### src/rtl/pipe_hazard_unit.sv
`default_nettype none
// ============================================================================
//  Module   : pipe_hazard_unit
//  Purpose  : Hazard / forwarding controller for a 5-stage pipeline. Keeps a
//             three-entry scoreboard (EXE, MEM, WB) of in-flight destination
//             registers. From it the unit produces the per-source operand
//             forwarding selects, the load-use interlock, a bubble for
//             branch flushes, and honours an external pipeline freeze.
//  Config   : HAZ_PERF_CNT_EN -- when defined, builds a saturating counter
//             of load-use stall cycles. When undefined, stall_cnt_o is 0.
//  Ports    : clk            pipeline clock, rising edge
//             rst_n          asynchronous active-low reset
//             ext_stall_i    freeze the whole pipeline
//             flush_i        kill the instruction currently in ID
//             id_valid_i     ID holds a real instruction
//             id_src_i       source regs, src k = [k*AW +: AW]
//             id_src_used_i  bit k: src k is actually read
//             id_dest_i      destination reg of the ID instruction
//             id_wreg_i      ID instruction writes the register file
//             id_m2reg_i     ID instruction is a load
//             fwd_sel_o      per-source select, sel k = [2k +: 2]
//                            01 = EXE ALU, 11 = MEM load, 10 = MEM ALU,
//                            00 = register file
//             stall_o        hold the PC and the IF/ID register
//             bubble_o       zero the ID/EXE control (insert a NOP)
//             stall_cnt_o    load-use stall cycles (saturating)
//  Revision : 1.0  initial release
// ============================================================================
module pipe_hazard_unit #(
    parameter int AW      = 5,
    parameter int NUM_SRC = 2,
    parameter int CNT_W   = 16
) (
    input  logic                   clk,
    input  logic                   rst_n,
    input  logic                   ext_stall_i,
    input  logic                   flush_i,
    input  logic                   id_valid_i,
    input  logic [NUM_SRC*AW-1:0]  id_src_i,
    input  logic [NUM_SRC-1:0]     id_src_used_i,
    input  logic [AW-1:0]          id_dest_i,
    input  logic                   id_wreg_i,
    input  logic                   id_m2reg_i,
    output logic [2*NUM_SRC-1:0]   fwd_sel_o,
    output logic                   stall_o,
    output logic                   bubble_o,
    output logic [CNT_W-1:0]       stall_cnt_o
);

    // ------------------------------------------------------------------
    // Scoreboard entries
    // ------------------------------------------------------------------
    logic          exe_valid_q, exe_wreg_q, exe_m2reg_q;
    logic [AW-1:0] exe_dest_q;
    logic          mem_valid_q, mem_wreg_q, mem_m2reg_q;
    logic [AW-1:0] mem_dest_q;
    logic          wb_valid_q, wb_wreg_q, wb_m2reg_q;
    logic [AW-1:0] wb_dest_q;

    logic          exe_valid_d, exe_wreg_d, exe_m2reg_d;
    logic [AW-1:0] exe_dest_d;

    logic [NUM_SRC-1:0] w_lu_vec;
    logic               w_lu;

    // ------------------------------------------------------------------
    // Per-source forwarding and load-use detection
    // ------------------------------------------------------------------
    for (genvar k = 0; k < NUM_SRC; k++) begin : g_src
        logic [AW-1:0] w_src;
        logic          w_used;
        logic          w_exe_hit;
        logic          w_mem_hit;

        assign w_src     = id_src_i[k*AW +: AW];
        assign w_used    = id_valid_i & id_src_used_i[k];
        // Register 0 is hard-wired zero, so it never matches.
        assign w_exe_hit = w_used & exe_valid_q & exe_wreg_q &
                           (exe_dest_q == w_src) & (w_src != '0);
        assign w_mem_hit = w_used & mem_valid_q & mem_wreg_q &
                           (mem_dest_q == w_src) & (w_src != '0);

        // The EXE entry is younger, so it shadows any MEM match. An EXE load
        // has no data yet: the select stays 00 while the interlock holds ID.
        always_comb begin
            fwd_sel_o[2*k +: 2] = 2'b00;
            if (w_exe_hit) begin
                fwd_sel_o[2*k +: 2] = exe_m2reg_q ? 2'b00 : 2'b01;
            end else if (w_mem_hit) begin
                fwd_sel_o[2*k +: 2] = mem_m2reg_q ? 2'b11 : 2'b10;
            end
        end

        assign w_lu_vec[k] = w_exe_hit & exe_m2reg_q;
    end

    // A flushed instruction is dropped, so it never needs to wait.
    assign w_lu     = id_valid_i & ~flush_i & (|w_lu_vec);
    assign stall_o  = w_lu;
    assign bubble_o = w_lu | flush_i | ~id_valid_i;

    // ------------------------------------------------------------------
    // Scoreboard advance
    // ------------------------------------------------------------------
    always_comb begin
        exe_valid_d = 1'b0;
        exe_dest_d  = '0;
        exe_wreg_d  = 1'b0;
        exe_m2reg_d = 1'b0;
        if (!bubble_o) begin
            exe_valid_d = 1'b1;
            exe_dest_d  = id_dest_i;
            exe_wreg_d  = id_wreg_i;
            exe_m2reg_d = id_m2reg_i;
        end
    end

    always_ff @(posedge clk or negedge rst_n) begin
        if (!rst_n) begin
            exe_valid_q <= 1'b0;
            exe_dest_q  <= '0;
            exe_wreg_q  <= 1'b0;
            exe_m2reg_q <= 1'b0;
            mem_valid_q <= 1'b0;
            mem_dest_q  <= '0;
            mem_wreg_q  <= 1'b0;
            mem_m2reg_q <= 1'b0;
            wb_valid_q  <= 1'b0;
            wb_dest_q   <= '0;
            wb_wreg_q   <= 1'b0;
            wb_m2reg_q  <= 1'b0;
        end else if (!ext_stall_i) begin
            exe_valid_q <= exe_valid_d;
            exe_dest_q  <= exe_dest_d;
            exe_wreg_q  <= exe_wreg_d;
            exe_m2reg_q <= exe_m2reg_d;
            mem_valid_q <= exe_valid_q;
            mem_dest_q  <= exe_dest_q;
            mem_wreg_q  <= exe_wreg_q;
            mem_m2reg_q <= exe_m2reg_q;
            wb_valid_q  <= mem_valid_q;
            wb_dest_q   <= mem_dest_q;
            wb_wreg_q   <= mem_wreg_q;
            wb_m2reg_q  <= mem_m2reg_q;
        end
    end

    // The WB entry is tracked for completeness only. The register file
    // writes on the falling edge, so ID reads the value without forwarding.
    logic w_unused_wb;
    assign w_unused_wb = ^{wb_valid_q, wb_dest_q, wb_wreg_q, wb_m2reg_q};

    // ------------------------------------------------------------------
    // Load-use stall counter
    // ------------------------------------------------------------------
`ifdef HAZ_PERF_CNT_EN
    logic [CNT_W-1:0] stall_cnt_q;

    always_ff @(posedge clk or negedge rst_n) begin
        if (!rst_n) begin
            stall_cnt_q <= '0;
        end else if (w_lu && !ext_stall_i && !(&stall_cnt_q)) begin
            stall_cnt_q <= stall_cnt_q + 1'b1;
        end
    end

    assign stall_cnt_o = stall_cnt_q;
`else
    assign stall_cnt_o = '0;
`endif

endmodule
`default_nettype wire

### config.mk
export PLATFORM = sky130hd
export DESIGN_NAME = pipe_hazard_unit
export DESIGN_NICKNAME = d
export VERILOG_FILES = /design/src/rtl/pipe_hazard_unit.sv
export SDC_FILE = /design/constraint.sdc
export NUM_CORES = 1
export LEC_CHECK = 0
export CELL_PAD_IN_SITES_DETAIL_PLACEMENT = 0
export CELL_PAD_IN_SITES_GLOBAL_PLACEMENT = 1
export CORE_UTILIZATION = 32
export DETAILED_ROUTE_END_ITERATION = 7
export PLACE_DENSITY = 0.86
export SLEW_MARGIN = 20
export SYNTH_ARGS = -nofsm -noshare
export SYNTH_HDL_FRONTEND = slang
export SYNTH_SLANG_ARGS = --single-unit
### constraint.sdc
create_clock -name clk -period 2.6 [get_ports clk]
set_input_delay 0.65 -clock clk [delete_from_list [all_inputs] [get_ports clk]]
set_output_delay 0.65 -clock clk [all_outputs]
set_load 0.1 [all_outputs]
; Yosys cells after proc, flatten, opt, wreduce, memory -nomap -nowiden
; Index checks and enable logic that the tools add are counted.
[word_totals]
regBits = 16
latch_bits = 0
ram_bits = 0
romBits = 0
input_bits = 24
out_inout_bits = 22
elab_cells = 51
n_memories = 0
[op_classes]
n_addsub = 0
mul = 0
n_div = 0
order_cmp = 0
eq_ne = 4
n_shift = 0
muxes = 10
bitwise = 26
reduce_logical = 3
[ops]
columns = op, n
row1 = $and A1 B1 Y1, 22
row2 = $eq A5 B5 Y1, 4
row3 = $reduce_bool A5 Y1, 2
row4 = $mux W2, 4
row5 = $mux W1, 5
row6 = $mux W5, 1
row7 = $not A1 Y1, 2
row8 = $or A1 B1 Y1, 2
row9 = $reduce_or A2 Y1, 1

; Logic depth before layout (Yosys ltp)
[depth]
word_depth = 11
ltp_mapped = 5
ltp_nobuf = 4

; Least setup slack after synthesis
; No wires, ideal clock.
[synth_path]
path_type = input port to output port
start = input id_src_i[1]
end = output stall_o
arrival_time_ns = 2.775
required_ns = 1.950
slack_ns = -0.825
stages = 4
n_path_buf = 0
path_cell_list = xnor2_1 nand4_1 or4_4 a211oi_2
[synth_between]
elab_chain_cells = 6
word_cells_on_any_way = 7
cone_classes = eq/ne: 1 / bitwise: 4 / reduce/logical: 2
[synth_rtl]
columns = element, line_no
row1 = "start, declared", 39  ; input logic [NUM_SRC*AW-1:0] id_src_i,
row2 = $eq A5 B5 Y1, 79  ; (exe_dest_q == w_src) & (w_src != '0);
row3 = $and A1 B1 Y1, 78  ; assign w_exe_hit = w_used & exe_valid_q & exe_wreg_q &
row4 = $and A1 B1 Y1 (*), 79
row5 = $and A1 B1 Y1 (*), 94  ; assign w_lu_vec[k] = w_exe_hit & exe_m2reg_q;
row6 = $reduce_or A2 Y1 (*), 98  ; assign w_lu = id_valid_i & ~flush_i & (|w_lu_vec);
row7 = $and A1 B1 Y1 (*), 98
row8 = "end, declared", 45  ; output logic stall_o,
; Mark *: on every way between the ends. The rest lies on a longest branch, timed or not.

; Worst setup path after layout
[layout_path]
start = input id_src_i[0]
end = output stall_o
; Same word-level chain as after synthesis.

==> metrics.txt <==
first-pass iteration count of the detailed router=4; Cell Area, Synth=between 1000 and 1500 µm²; Nets=approximately 210; clock latency on the worst-skew pair=0.25 ns; P_leak=~0.9 nW; setup ws final=-0.158 ns; Max Clk Rate=roughly 360 MHz; Post-Synth Adder-Cell Area=0%; mux cell area share after synthesis=~6.4%; I/O Pins=46; H-tree Lvls=1; skew final=roughly 0.0016 ns; Worst Path Class, Setup=in -> out; number of vias per cell=roughly 4.9; number of max-cap violations=0; area leader, netlist=dfrtp_1; gr usage total=about 18%; total power per unit cell area=around 440 nW/µm²; Seq/Total Area, Yosys=approximately 32%; max-slew violations=0; Final Power=roughly 890 µW; global-route wire length before repair=5440 µm; Avg Inst Size Synth=9.22 µm²; via count=1150; antenna-violating nets left=0; clk slew on worst S/H paths=about 0.06 ns; CTS Sinks=16; Post-Syn Instances=approximately 130; CTS Hold Bufs=0; R2R depth=6; Site Rows=22; total wire length=between 3000 and 4000 µm; Starting Density=between 30% and 40%; clock root buffer=clkbuf_8; global placement routability congestion=between 0.8 and 0.9; CTS tree=yes; RR Startpoint=exe_dest_q[2]$_DFFE_PN0N_; Area Overhead vs Synth=63.0%; leading post-synthesis cells by cell area=dfrtp_1 32%, xnor2_1 11%, buf_4 9.7%; min-delay src=mem_wreg_q$_DFFE_PN0N_; vias in the first global route=1197; Final Core Density=between 50% and 60%; outcome=finished, violations left; violated checks=setup timing; Routed WL per cell=around 14 µm; reg2reg setup slack=0.94 ns; Cell variety after synth=33; Hold Path Class=reg -> reg; die area=between 4000 and 5000 µm²; Die Ht=64.1 µm; gr ovfl total=0; DP HPWL=around 2500 µm; largest net degree at the start of global routing=23; Worst VDD drop=~0.0002 V; Slew @ Worst Pin=approximately 0.69 ns; crit path max fanout=3; final setup vio count=5; WHS Path Cells=1; Core Region=~3700 µm²; Seq cells post-synth=16; main combinational cell family by area after synthesis=simple AND/OR/NAND/NOR gates; ant diodes=0; Critical Path Sink Type=output pin; EDFF count, synth=0; Required @ worst endpoint=1.95 ns; Async SR Flop Fraction=100%; relative max-transition margin=between 50% and 60%; share of the synthesized area in the top cell type=32.4%; final worst path period share=106%; unrepaired setup endpoints after global routing=yes; crit path DAT=between 2 and 2.5 ns; Synth Area in XOR/XNOR=between 10% and 20%; reg2reg end=exe_m2reg_q$_DFFE_PN0N_; final setup TNS=-0.424 ns; post-synthesis simple-gate area fraction=between 10% and 20%; Die Span X=64.1 µm; synth cell count leaders=16 x buf_4, 16 x dfrtp_1, 16 x xnor2_1; Final Critical Period=roughly 2.8 ns; hold path endpoint=mem_wreg_q$_DFFE_PN0N_; crit path launch type=primary input; # fillers=between 300 and 400; share of layout cells above drive strength 1=between 40 and 50%; total CTS buffers=3; starting DRC count in detailed routing=40; Ys Warns=0; initial antenna violation count=0; Final Hold Fails=0; Port Buffers=29; # DRC=0; CTS max path bufs=2; Post-synth top flop=dfrtp_1; Synth Area in Compound Gates=around 16%
==> per-layer routing <==
metal	vias to the layer above	routed length [µm]	part of all wire [%]	global-route usage, %
met5	-	0	0	0
met2	37	1700	52	29.9
li1	550	-	-	-
met4	0	75	2.3	10.6
met3	5	94	2.8	1.79
met1	558	1430	43	21.7
==> critical path: stages <==
cell	delay, ns
buf_6	0.11
xnor2_2	0.15
nand4_1	0.15
or4_4	0.55
a211oi_4	0.30
buf_12	0.21
==> cell usage in the layout, fill, tap and decap left out, drive strengths merged, types with 6 or more instances in the layout <==
cell,count
clkdlybuf4s50,10
and2,8
mux2,7
clkbuf,6
a31oi,7
dfrtp,16
buf,41
o41ai,6
inv,7
nand2,6
xnor2,16
conb,16
nand4,6
==> how the worst max path moves through the flow <==
| stage | start | endpoint | slack [ns] | cells past startpoint |
|---|---|---|---|---|
| after detailed placement | id_src_i[4] | stall_o | -0.64 | 6 |
| after global routing | id_src_i[1] | stall_o | -0.21 | 6 |
| after global placement | id_src_i[0] | stall_o | -0.61 | 6 |
| after CTS | id_src_i[5] | stall_o | -0.20 | 6 |
| final | id_src_i[0] | stall_o | -0.16 | 6 |
| after floorplan | id_src_i[4] | stall_o | -0.44 | 4 |
==> layout make-up <==
cell class / instances / area [µm²] / share of cell area [%]
Inverter: 8 / 30.0 / 1.49
Multi-Input combinational cell: 105 / 920 / 45.7
Clock buffer: 4 / 55.1 / 2.73
Timing Repair Buffer: 53 / 544 / 27.0
Tap cell: 48 / 60.1 / 2.98
Sequential cell: 16 / 404 / 20.1
==> through the flow <==
stage	instances	setup WS, ns	cell area [µm²]	hold WS [ns]
floorplan	149	-0.445	1330	0.354
global placement	227	-0.605	1760	0.490
detailed placement	227	-0.641	1760	0.495
CTS	233	-0.199	1940	0.509
global route	234	-0.206	2010	0.538
finish	234	-0.158	2010	0.510
==> state kept, by name, summed over array words and instances, names as in the netlist <==
signal / flops
exe_dest_q: 5
mem_dest_q: 5
exe_m2reg_q: 1
exe_valid_q: 1
exe_wreg_q: 1
mem_m2reg_q: 1
mem_valid_q: 1
mem_wreg_q: 1
==> cell families (layout without fill, tap and decap cells) <==
| group | count (synthesis) | after routing |
|---|---|---|
| AOI/OAI and AO/OA | 26 | 26 |
| xor gates and xnor gates | 20 | 20 |
| buffers and inverters | 28 | 65 |
| DFF | 16 | 16 |
| muxes | 7 | 7 |
| other | 1 | 16 |
| and+or+nand+nor | 36 | 36 |
==> power breakdown <==
group          total (mW)  switching, mW  internal, mW  leakage, nW
clock               0.222         0.0874         0.135       0.0288
combinational       0.349          0.205         0.144        0.649
sequential          0.317         0.0403         0.277        0.204
total               0.888          0.333         0.555        0.881
==> repair_timing <==
action	CTS	global route
gates resized for setup	72	26
buffers inserted	2	1
pin swaps	18	21
setup endpoints to repair	6	6
No activity file was read; power rests on OpenSTA's default activity.
